### config.mk
export PLATFORM = sky130hd
export DESIGN_NAME = iob_modcnt_ctrl
export DESIGN_NICKNAME = d
export VERILOG_FILES = /design/src/rtl/iob_modcnt_ctrl_pkg.sv /design/src/rtl/iob_modcnt_ctrl_cnt.sv /design/src/rtl/iob_modcnt_ctrl.sv
export SDC_FILE = /design/constraint.sdc
export NUM_CORES = 1
export LEC_CHECK = 0
export CAP_MARGIN = 5
export CORE_MARGIN = 1
export CORE_UTILIZATION = 33
export CTS_CLUSTER_DIAMETER = 100
export CTS_CLUSTER_SIZE = 10
export DETAILED_ROUTE_END_ITERATION = 12
export PLACE_DENSITY_LB_ADDON = 0.1
export SYNTH_ARGS = -nofsm -noshare
export SYNTH_HDL_FRONTEND = slang
export SYNTH_SLANG_ARGS = --single-unit
### constraint.sdc
create_clock -name clk_i -period 3.7 [get_ports clk_i]
set_input_delay 0.37 -clock clk_i [delete_from_list [all_inputs] [get_ports clk_i]]
set_output_delay 0.37 -clock clk_i [all_outputs]
set_load 0.01 [all_outputs]
### src/rtl/iob_modcnt_ctrl_pkg.sv
// -----------------------------------------------------------------------------
// iob_modcnt_ctrl_pkg
//   Shared definitions for the modulo-N counter sequencer:
//     - state encoding of the job sequencer (IDLE / RUN / DONE, 2 bits)
//     - length of the DONE state in cycles and the width of its counter
// -----------------------------------------------------------------------------
package iob_modcnt_ctrl_pkg;

    localparam int STATE_W = 2;

    typedef enum logic [STATE_W-1:0] {
        IDLE = 2'd0,
        RUN  = 2'd1,
        DONE = 2'd2
    } state_t;

    // DONE is a fixed-length completion window; done_o is high for all of it.
    localparam int DONE_LEN   = 1;
    localparam int DONE_CNT_W = 2;

endpackage : iob_modcnt_ctrl_pkg

### src/rtl/iob_modcnt_ctrl_cnt.sv
// -----------------------------------------------------------------------------
// iob_modcnt_ctrl_cnt
//   DATA_W-bit modulo counter. Counts 0 .. mod-1 while enabled and wraps to 0.
//   Ports:
//     clk     in   1       clock, rising edge
//     arst_n  in   1       asynchronous active-low reset
//     en      in   1       advance the count this cycle
//     clr     in   1       synchronous clear, dominates en
//     mod     in   DATA_W  period; the wrap value is mod-1
//     count   out  DATA_W  current count (registered)
//     wrap    out  1       count is at mod-1 (combinational)
// -----------------------------------------------------------------------------
module iob_modcnt_ctrl_cnt #(
    parameter int DATA_W = 16
) (
    input  logic              clk,
    input  logic              arst_n,
    input  logic              en,
    input  logic              clr,
    input  logic [DATA_W-1:0] mod,
    output logic [DATA_W-1:0] count,
    output logic              wrap
);

    localparam logic [DATA_W-1:0] ONE = {{(DATA_W-1){1'b0}}, 1'b1};

    // Compare at full DATA_W width; the count never exceeds mod-1, so
    // mod = 2^DATA_W-1 cannot overflow.
    assign wrap = (count == (mod - ONE));

    always_ff @(posedge clk or negedge arst_n) begin
        if (!arst_n) begin
            count <= '0;
        end else if (clr) begin
            count <= '0;
        end else if (en) begin
            if (wrap) begin
                count <= '0;
            end else begin
                count <= count + ONE;
            end
        end
    end

endmodule : iob_modcnt_ctrl_cnt

### src/rtl/iob_modcnt_ctrl.sv
// -----------------------------------------------------------------------------
// iob_modcnt_ctrl
//   Job sequencer for a modulo-N counter. A job (period MOD, repeat count REP)
//   is accepted over cfg_valid_i/cfg_ready_o; the counter then runs REP full
//   periods, pulsing tick_o on every wrap and done_o when the job finishes or
//   is aborted with stop_i.
//   Ports:
//     clk_i        in   1       clock, rising edge
//     arst_n_i     in   1       asynchronous active-low reset
//     cfg_valid_i  in   1       job request valid
//     cfg_ready_o  out  1       idle, can accept a job (combinational)
//     cfg_mod_i    in   DATA_W  period in cycles
//     cfg_rep_i    in   REP_W   number of periods
//     stop_i       in   1       abort the running job
//     pause_i      in   1       hold the counter (only with the macro below)
//     cnt_o        out  DATA_W  current count
//     rep_o        out  REP_W   periods remaining, including the current one
//     tick_o       out  1       wrap cycle indicator (combinational)
//     busy_o       out  1       job running
//     done_o       out  1       one-cycle completion / abort pulse
//   Build option:
//     IOB_MODCNT_CTRL_PAUSE_EN  adds pause_i; while high in RUN the count and
//                               repeat counter hold and tick_o is suppressed.
// -----------------------------------------------------------------------------
module iob_modcnt_ctrl
    import iob_modcnt_ctrl_pkg::*;
#(
    parameter int DATA_W = 16,
    parameter int REP_W  = 8
) (
    input  logic              clk_i,
    input  logic              arst_n_i,
    input  logic              cfg_valid_i,
    output logic              cfg_ready_o,
    input  logic [DATA_W-1:0] cfg_mod_i,
    input  logic [REP_W-1:0]  cfg_rep_i,
    input  logic              stop_i,
`ifdef IOB_MODCNT_CTRL_PAUSE_EN
    input  logic              pause_i,
`endif
    output logic [DATA_W-1:0] cnt_o,
    output logic [REP_W-1:0]  rep_o,
    output logic              tick_o,
    output logic              busy_o,
    output logic              done_o
);

    localparam logic [REP_W-1:0]      REP_ONE  = {{(REP_W-1){1'b0}}, 1'b1};
    localparam logic [DONE_CNT_W-1:0] DONE_END = DONE_CNT_W'(DONE_LEN - 1);
    localparam logic [DONE_CNT_W-1:0] DONE_INC = DONE_CNT_W'(1);

    state_t                state;
    logic [DATA_W-1:0]     mod_q;
    logic [REP_W-1:0]      rep_q;
    logic                  busy_q;
    logic                  done_q;
    logic [DONE_CNT_W-1:0] done_cnt;

    logic                  pause;
    logic                  running;
    logic                  wrap;
    logic                  cnt_en;
    logic                  cnt_clr;

`ifdef IOB_MODCNT_CTRL_PAUSE_EN
    assign pause = pause_i;
`else
    assign pause = 1'b0;
`endif

    assign running = (state == RUN);

    // stop_i beats both pause and wrap; a paused wrap is simply deferred
    // because the counter does not advance.
    assign cnt_en  = running & ~stop_i & ~pause;
    assign cnt_clr = ~running | stop_i;

    iob_modcnt_ctrl_cnt #(
        .DATA_W (DATA_W)
    ) u_cnt (
        .clk    (clk_i),
        .arst_n (arst_n_i),
        .en     (cnt_en),
        .clr    (cnt_clr),
        .mod    (mod_q),
        .count  (cnt_o),
        .wrap   (wrap)
    );

    assign cfg_ready_o = (state == IDLE);
    assign tick_o      = cnt_en & wrap;
    assign rep_o       = rep_q;
    assign busy_o      = busy_q;
    assign done_o      = done_q;

    always_ff @(posedge clk_i or negedge arst_n_i) begin
        if (!arst_n_i) begin
            state    <= IDLE;
            mod_q    <= '0;
            rep_q    <= '0;
            busy_q   <= 1'b0;
            done_q   <= 1'b0;
            done_cnt <= '0;
        end else begin
            case (state)
                IDLE: begin
                    busy_q <= 1'b0;
                    done_q <= 1'b0;
                    // stop_i is deliberately not looked at here.
                    if (cfg_valid_i) begin
                        mod_q <= cfg_mod_i;
                        if ((cfg_mod_i == '0) || (cfg_rep_i == '0)) begin
                            // Empty job: report completion without running.
                            state    <= DONE;
                            rep_q    <= '0;
                            done_q   <= 1'b1;
                            done_cnt <= '0;
                        end else begin
                            state  <= RUN;
                            rep_q  <= cfg_rep_i;
                            busy_q <= 1'b1;
                        end
                    end
                end

                RUN: begin
                    if (stop_i) begin
                        state    <= DONE;
                        rep_q    <= '0;
                        busy_q   <= 1'b0;
                        done_q   <= 1'b1;
                        done_cnt <= '0;
                    end else if (!pause && wrap) begin
                        rep_q <= rep_q - REP_ONE;
                        if (rep_q == REP_ONE) begin
                            state    <= DONE;
                            busy_q   <= 1'b0;
                            done_q   <= 1'b1;
                            done_cnt <= '0;
                        end
                    end
                end

                DONE: begin
                    if (done_cnt == DONE_END) begin
                        state  <= IDLE;
                        done_q <= 1'b0;
                    end else begin
                        done_cnt <= done_cnt + DONE_INC;
                    end
                end

                default: begin
                    state  <= IDLE;
                    busy_q <= 1'b0;
                    done_q <= 1'b0;
                end
            endcase
        end
    end

endmodule : iob_modcnt_ctrl
* Yosys cells after proc, flatten, opt, wreduce, memory -nomap -nowiden
Index checks and enable logic that the tools add are counted.
** Cells by class
- $add $sub $neg :: 4
- Equal/unequal tests :: 10
- Muxes and demuxes :: 35
- Bitwise operators :: 6
- Reductions and logical operators :: 14
** Operators with widths (count)
- 16-bit 2-to-1 mux :: 3
- 8-bit 2-to-1 mux :: 4
- 2-bit 2-to-1 mux :: 12
- 16-bit by 1-bit adder with 16-bit output (second input constant) :: 1
- 16-bit equality test :: 1
- 16-bit logical NOT :: 1
- 8-bit one-hot mux with 2 select lines :: 1
- 16-bit by 1-bit subtractor with 16-bit output (second input constant) :: 1
- 2-bit one-hot mux with 3 select lines :: 2
- 1-bit 2-to-1 mux :: 11
- 3-bit AND reduction :: 3
- 8-bit by 1-bit equality test with 1-bit output (second input constant) :: 1
- 8-bit logical NOT :: 1
- 8-bit by 1-bit subtractor with 8-bit output (second input constant) :: 1
- 2-bit inequality test (second input constant) :: 3
- 3-bit by 2-bit inequality test with 1-bit output (second input constant) :: 2
- 1-bit one-hot mux with 3 select lines :: 2
- 6-bit AND reduction :: 1
- 2-bit logical NOT :: 2
- 4-bit AND reduction :: 1
- 2-bit nonzero test :: 2
- 1-bit NOT :: 3
- 3-bit nonzero test :: 1
- 2-bit by 1-bit adder with 2-bit output (second input constant) :: 1
- other kinds (7) :: 8
** Storage, ports and cells
- Flip-flop bits (word level) :: 46
- Input port bits :: 28
- Output and inout port bits :: 28
- Word-level logic and storage cells :: 76

* Depth between registers and ports, before layout
Gate-level depths: netlist of the first run.
- Word-level depth :: 5
- Gate-level depth with buffers :: 10
- Depth with buffers taken out :: 9

* By module
Synthesis of the first run repeated with hierarchy kept, for this count alone.
** Second synthesis, totals
- Cell total of the unflattened synthesis :: 318
- Area, all modules :: 2954.1 um^2
** By module, submodules not included
- iob_modcnt_ctrl :: instances 1, cells each 144, area each 1541.5 um^2, sequential area each 750.7 um^2
- iob_modcnt_ctrl_cnt :: instances 1, cells each 174, area each 1412.6 um^2, sequential area each 400.4 um^2

* Least setup slack after synthesis of the first run
OpenSTA, ideal clock, no wires.
- Kind :: reg2reg
- Start :: reg mod_q[0]
- End :: reg busy_q, in the netlist busy_o
- Library setup time :: 0.126 ns
- Arrival :: 2.670 ns
- Required time :: 3.574 ns
- Slack :: 0.904 ns
- Stages on the path, launching flop included :: 10
- Path buffers :: 0
- Period minus slack after synthesis :: 2.796 ns
- Path through :: dfrtp_1 -> inv_1 -> ha_1 -> nor3b_2 -> o311ai_1 -> a211oi_1 -> nand4_4 -> or4b_4 -> or2_1 -> a311o_1
** On the way
- Longest elaborated chain between the ends :: 4
** RTL lines
- from (decl) :: line iob_modcnt_ctrl.sv:53 : logic [DATA_W-1:0] mod_q;
- from (signal assigned) :: line iob_modcnt_ctrl.sv:111 : mod_q <= cfg_mod_i;
- 16-bit by 1-bit subtractor with 16-bit output :: line iob_modcnt_ctrl_cnt.sv:29 : assign wrap = (count == (mod - ONE));
- 16-bit equality test :: line iob_modcnt_ctrl_cnt.sv:29
- 3-bit by 2-bit inequality test with 1-bit output (no line)
- 3-bit AND reduction (no line)
- to (signal assigned) :: line iob_modcnt_ctrl.sv:101 : busy_q <= 1'b0;
- to (signal assigned) :: line iob_modcnt_ctrl.sv:107 : busy_q <= 1'b0;
- to (signal assigned) :: line iob_modcnt_ctrl.sv:121 : busy_q <= 1'b1;
- to (decl) :: line iob_modcnt_ctrl.sv:55 : logic busy_q;
Every way passes these cells.
A chain may end at the register's enable or synchronous reset.

* Worst setup path in the final report of the first run
- Start :: reg mod_q[0]
- End :: out tick_o
** On the way
- Longest elaborated chain between the ends :: 3
** RTL lines
- 16-bit by 1-bit subtractor with 16-bit output :: line iob_modcnt_ctrl_cnt.sv:29
- 16-bit equality test :: line iob_modcnt_ctrl_cnt.sv:29
- 1-bit bitwise AND :: line iob_modcnt_ctrl.sv:91 : assign tick_o = cnt_en & wrap;
- to (decl) :: line iob_modcnt_ctrl.sv:43 : output logic tick_o,
Every way passes these cells.

==> results of run 1 <==
## cell usage in the layout (no fill, tap or decap), drive strengths merged, types with 2 or more instances in the layout
cell,synthesis,final
a211oi,3,3
a21o,2,2
a21oi,8,8
a22oi,4,4
a31oi,2,2
and2,2,2
and2b,2,2
and3,5,5
and3b,2,2
buf,3,3
clkbuf,3,7
clkdlybuf4s50,0,53
dfrtp,46,46
ha,5,5
inv,14,14
mux2i,4,4
nand2,62,62
nand2b,3,3
nand3,12,12
nand3b,3,3
nand4,5,5
nor2,38,38
nor2b,2,2
nor3,8,8
nor3b,3,3
nor4,12,12
nor4b,2,2
o211ai,3,3
o21ai,8,8
o22ai,5,5
o311ai,3,3
or2,3,3
or3,3,3
or4,4,4
xnor2,17,17
xor2,14,14
## report_power, final
part / internal, mW / switching [mW] / total (mW) / leakage, nW
logic: 0.513 / 0.618 / 1.13 / 0.873
clock network: 0.151 / 0.173 / 0.324 / 0.0482
registers: 0.650 / 0.243 / 0.893 / 0.600
total: 1.31 / 1.03 / 2.35 / 1.52
## state kept, by name, summed over array words and instances, names as in the netlist
| signal | flops |
|---|---|
| u_cnt.count | 16 |
| state | 2 |
| done_cnt | 2 |
| mod_q | 16 |
| busy_o | 1 |
| rep_o | 8 |
| done_o | 1 |
## metrics by stage
step	power, mW	instance area [sq um]	std cells
finish	2.35	3660	494
global route	2.55	3660	494
CTS	2.35	3650	494
detailed placement	2.01	3540	485
global placement	2.00	3540	485
floorplan	1.62	2890	330
## layout make-up
cell class	instances	share of cell area, %
Tap cell	105	3.58
Clock buffer	7	2.36
Inverter	14	1.43
Clock inverter	1	0.137
Sequential cell	46	31.4
Multi-Input combinational cell	264	45.7
Timing Repair Buffer	57	15.4
## timing repair
item	in CTS	in global routing
resized for setup	1	4
endpoints found under the setup margin	1	1
pin swaps	0	1
hold endpoints to repair	0	0
setup buffers	1	0
## per-layer routing
metal  vias up  track usage [%]
li1       1281                -
met1      1210             26.5
met2        49             26.7
met3         2             3.11
met4         0             3.73
met5         -                0
## worst register-to-register path, cell delays in order, from the launching register on
cell,delay (ns)
dfrtp_1,0.44
inv_1,0.11
ha_1,0.24
nor3b_4,0.28
buf_4,0.17
o311ai_1,0.10
a211oi_1,0.40
nand4_4,0.14
or4b_4,0.54
or2_1,0.27
a311o_1,0.35
## kinds of logic after synthesis
logic type	count (synthesis)	synth area share (%)
DFF	46	39.9
and+or+nand+nor	178	33.3
adders and majority gates	5	2.17
muxes	5	1.91
xor gates and xnor gates	31	9.41
buffers and inverters	20	2.77
AOI/OAI and AO/OA	45	10.6
## worst max-delay path by stage
| stage | endpoint | slack (ns) | cells past startpoint |
|---|---|---|---|
| floorplan | busy_o$_DFFE_PN0P_ | 0.90 | 9 |
| global placement | tick_o | 0.34 | 9 |
| detailed placement | tick_o | 0.23 | 9 |
| CTS | tick_o | 0.03 | 9 |
| global route | tick_o | 0.25 | 9 |
| finish | tick_o | 0.48 | 9 |
==> results_dict.tcl, run 1 <==
set metrics [dict create \
    outcome "completed" \
    initial_utilization_pct 34.6 \
    cts_htree_levels 2 \
    ant_nets 0 \
    power_leakage_nw 1.52 \
    criticalPathCategory "reg2out" \
    numCtsBuffers 5 \
    timing.slew.headroom_pct 30.1 \
    cts_max_path_buffers 2 \
    wl_met2_um 3370 \
    setup_viol 0 \
    grt_setup_unrepaired "no" \
    area_growth_pct 27.0 \
    synth_ff_type "dfrtp_1" \
    synth-edff-count 0 \
    clk-insertion-delay-late_ns 0.30 \
    die_w_um 95.5 \
    drtIter0Drc 124 \
    drt_drc_violations_left 0 \
    clock-sinks 46 \
    fin_crit_sh_pct 87.0 \
    critical_path.cell_chain "inv_1 > ha_1 > or3b_2 > o311ai_0 > a21oi_1 > a211oi_1 > or4_4 > nor3_2 > dlymetal6s2s_1" \
    drt-met1-wl_um 3820 \
    yosysMostFrequentCell "nand2_1" \
    synth-warning-count 0 \
    drive_gt1_share_pct 8.23 \
    multi_input_area_sq_um 1680 \
    worstPathRequired_ns 3.33 \
    synth_common_cells "nand2_1, dfrtp_1, nor2_1" \
    cts.clk_slew.worst_paths_ns 0.09 \
    hold_path.class "in2async" \
    track_usage_pct 17.7 \
    grt_pass1_wl_um 12300 \
    core_area_sq_um 8340 \
    fp.dieH_um 95.5 \
    hpwl_um 5670 \
    cp_max_fo 5 \
    hold_viol 0 \
    slew_viol_final 0 \
    worstSetupStartpointType "register" \
    fin_nets 421 \
    place_ws_ns 0.231 \
    yosys-top-cells-area "dfrtp_1, nand2_1, xnor2_1" \
    synth_area_per_cell_sq_um 8.75 \
    overflow 0 \
    register_area_sq_um 1150 \
    worstPathArrival_ns 2.85 \
    critPathMaxStageDelay_ns 0.49 \
    cap_viol_max_count 0 \
    grt_pass1_vias 2405 \
    fp-row-count 33 \
    antennaDiodeCount 0 \
    cts_tree "built" \
    power.density_nw_per_um2 641 \
    gp_congestion 0.834 \
    top_layer "met4" \
    grt_antenna_before_repair 0 \
    path_delay_family "compound AO/OA/AOI/OAI gates" \
    setup_tns_ns 0 \
    async_reset_ff_share_pct 100 \
    num_vias 2542 \
    netlist_area_sq_um 2890 \
    port_buffers 55 \
    end_kind "output port" \
    finalWirelength_um 7460 \
    timing.fmax_mhz 311 \
    timing.rr.end "busy_o$_DFFE_PN0P_" \
    hold_buffers 0 \
    min_period_ns 3.22 \
    met3_length_um 227 \
    synth_nets 363 \
    synth_top_area_share_pct 39.9 \
    yosysSeqAreaShare_pct 39.9 \
    yosys.area.top_type "dfrtp_1" \
    tightestPinTransition_ns 1.05 \
    fin_ws_ns 0.480 \
    num-fill-cells 853 \
    synthDistinctLibCells 68 \
    fin_skew_ns 0.00573 \
    worst_path_max_delay_cell "or3b_2" \
    ys_seq_elements 46 \
    startpoint "mod_q[0]$_DFFE_PN0P_" \
    synthCells 330 \
    utilization_pct 43.9 \
    via_per_inst 5.15 \
    hold_ws_ns 0.254 \
    wire_per_inst_um 15.1 \
    dr.pass1.iters 4 \
    grt_max_degree 47 \
    rr_worst_depth 10 \
    io_pins 56 \
    die_area_sq_um 9130 \
    irDropWorstVdd_mv 0.410 \
    rrSetupSlack_ns 0.55 \
    worstReg2RegStart "mod_q[0]$_DFFE_PN0P_" \
    critPathBufInv 2 \
    ctsRootBufferMaster "clkbuf_8" \
]
(Power assumes the default switching activity.)
==> run 2: changes to the inputs <==
--- a/config.mk
+++ b/config.mk
@@ -6,7 +6,7 @@
 export NUM_CORES = 1
 export LEC_CHECK = 0
 export CAP_MARGIN = 5
-export CORE_MARGIN = 1
+export CORE_MARGIN = 3
 export CORE_UTILIZATION = 33
 export CTS_CLUSTER_DIAMETER = 100
 export CTS_CLUSTER_SIZE = 10
==> results_dict.tcl, run 2 (synthesized netlist as in run 1, its figures left out) <==
set metrics [dict create \
    dr.pass1.iters 4 \
    ctsRootBufferMaster "clkbuf_8" \
    p_total_mw 2.33 \
    drive_gt1_share_pct 7.71 \
    cp_max_fo 5 \
    drtIter0Drc 120 \
    grt_pass1_wl_um 12600 \
    timing.slew.headroom_pct 29.8 \
    place_ws_ns 0.243 \
    power_frac_clock_pct 13.6 \
    via_per_inst 5.15 \
    wire_per_inst_um 14.9 \
    hpwl_um 5760 \
    track_usage_pct 15.7 \
    cts.clk_slew.worst_paths_ns 0.08 \
    setup_tns_ns 0 \
    cap_viol_max_count 0 \
    switching_share_pct 43.4 \
    slew_viol_final 0 \
    initial_utilization_pct 34.6 \
    irDropWorstVdd_mv 0.364 \
    p_switching_mw 1.01 \
    fp.dieH_um 99.5 \
    worstReg2RegStart "mod_q[0]$_DFFE_PN0P_" \
    stdcell_count 494 \
    num_vias 2542 \
    hold_viol 0 \
    worstPathArrival_ns 2.84 \
    grt_setup_unrepaired "no" \
    cts_tree "built" \
    placed_cells 485 \
    gp_congestion 0.877 \
    grt_max_degree 47 \
    fin_crit_sh_pct 86.8 \
    timing.rr.end "busy_o$_DFFE_PN0P_" \
    drt_drc_violations_left 0 \
    final_cell_mix "nand2_1, clkdlybuf4s50_1, dfrtp_1" \
    worstSetupStartpointType "register" \
    overflow 0 \
    min_period_ns 3.21 \
    fin_nets 421 \
    hold_path.class "in2async" \
    grt_antenna_before_repair 0 \
    cts_htree_levels 2 \
    die_w_um 99.5 \
    hold_buffers 0 \
    startpoint "mod_q[0]$_DFFE_PN0P_" \
    rrSetupSlack_ns 0.61 \
    power_leakage_nw 1.52 \
    end_kind "output port" \
    io_pins 56 \
    die_area_sq_um 9910 \
    clock-sinks 46 \
    core_area_sq_um 8340 \
    port_buffers 55 \
    p_int_mw 1.32 \
    pwr-share-seq_pct 38.3 \
    utilization_pct 43.8 \
    worstPathRequired_ns 3.33 \
    area_growth_pct 26.6 \
    fin_ws_ns 0.488 \
    cts_max_path_buffers 2 \
    rr_worst_depth 10 \
    power.density_nw_per_um2 637 \
    num-fill-cells 838 \
    tightestPinTransition_ns 1.05 \
    ant_nets 0 \
    clk-insertion-delay-late_ns 0.30 \
    finalWirelength_um 7390 \
    grt_pass1_vias 2516 \
    criticalPathCategory "reg2out" \
    fin_skew_ns 0.00499 \
    setup_viol 0 \
    timing.fmax_mhz 311 \
    outcome "completed" \
    hold_ws_ns 0.260 \
    numCtsBuffers 5 \
    final_common_cell "nand2_1" \
    post_dp_cell_area_sq_um 3540 \
    p_comb_share_pct 48.0 \
    antennaDiodeCount 0 \
    fin_area_sq_um 3650 \
    fp-row-count 33 \
]
[run 2: how the worst max path moves through the flow]
stage | end | slack, ns | cells past startpoint
after floorplan | busy_o$_DFFE_PN0P_ | 0.90 | 9
after global placement | tick_o | 0.31 | 9
after detailed placement | tick_o | 0.24 | 9
after CTS | tick_o | 0.03 | 9
after global routing | tick_o | 0.23 | 10
final | tick_o | 0.49 | 10
[run 2: final cells by class]
class,count,area [sq um],share of cell area [%]
clock buffer,7,86.3,2.36
clock inverter,1,5.00,0.137
inverter,14,52.6,1.44
multi-input combinational,264,1660,45.5
sequential,46,1150,31.5
tap,105,131,3.60
timing repair buffer,57,563,15.4
[run 2: worst max-delay path, cell delays in order, from the launching register on]
cell and delay [ns]:
dfrtp_1 0.44, inv_1 0.11, ha_2 0.22, nor3b_4 0.24, buf_4 0.16, o311ai_1 0.11, a311oi_1 0.28, nand2_1 0.07
or4_1 0.53, nor3_1 0.19, dlymetal6s2s_1 0.19
[run 2: routing by layer]
| metal | vias up | wire length [um] | GRT usage (%) |
|---|---|---|---|
| li1 | 1290 | - | - |
| met1 | 1182 | 3840 | 23.5 |
| met2 | 61 | 3110 | 23.3 |
| met3 | 9 | 338 | 2.66 |
| met4 | 0 | 95 | 3.99 |
| met5 | - | 0 | 0 |
[run 2: what timing repair did]
| action | in CTS | in global routing |
|---|---|---|
| setup endpoints to repair | 1 | 1 |
| pin swaps | 0 | 1 |
| resized for setup | 1 | 2 |
| setup buffers | 1 | 0 |
[run 2: power by group through the flow]
stage	sequential [mW]	combinational, mW	clock [mW]
floorplan	0.848	0.775	0
global placement	0.891	1.12	0
detailed placement	0.898	1.11	0
CTS	0.892	1.12	0.331
global route	0.924	1.26	0.346
finish	0.893	1.12	0.318
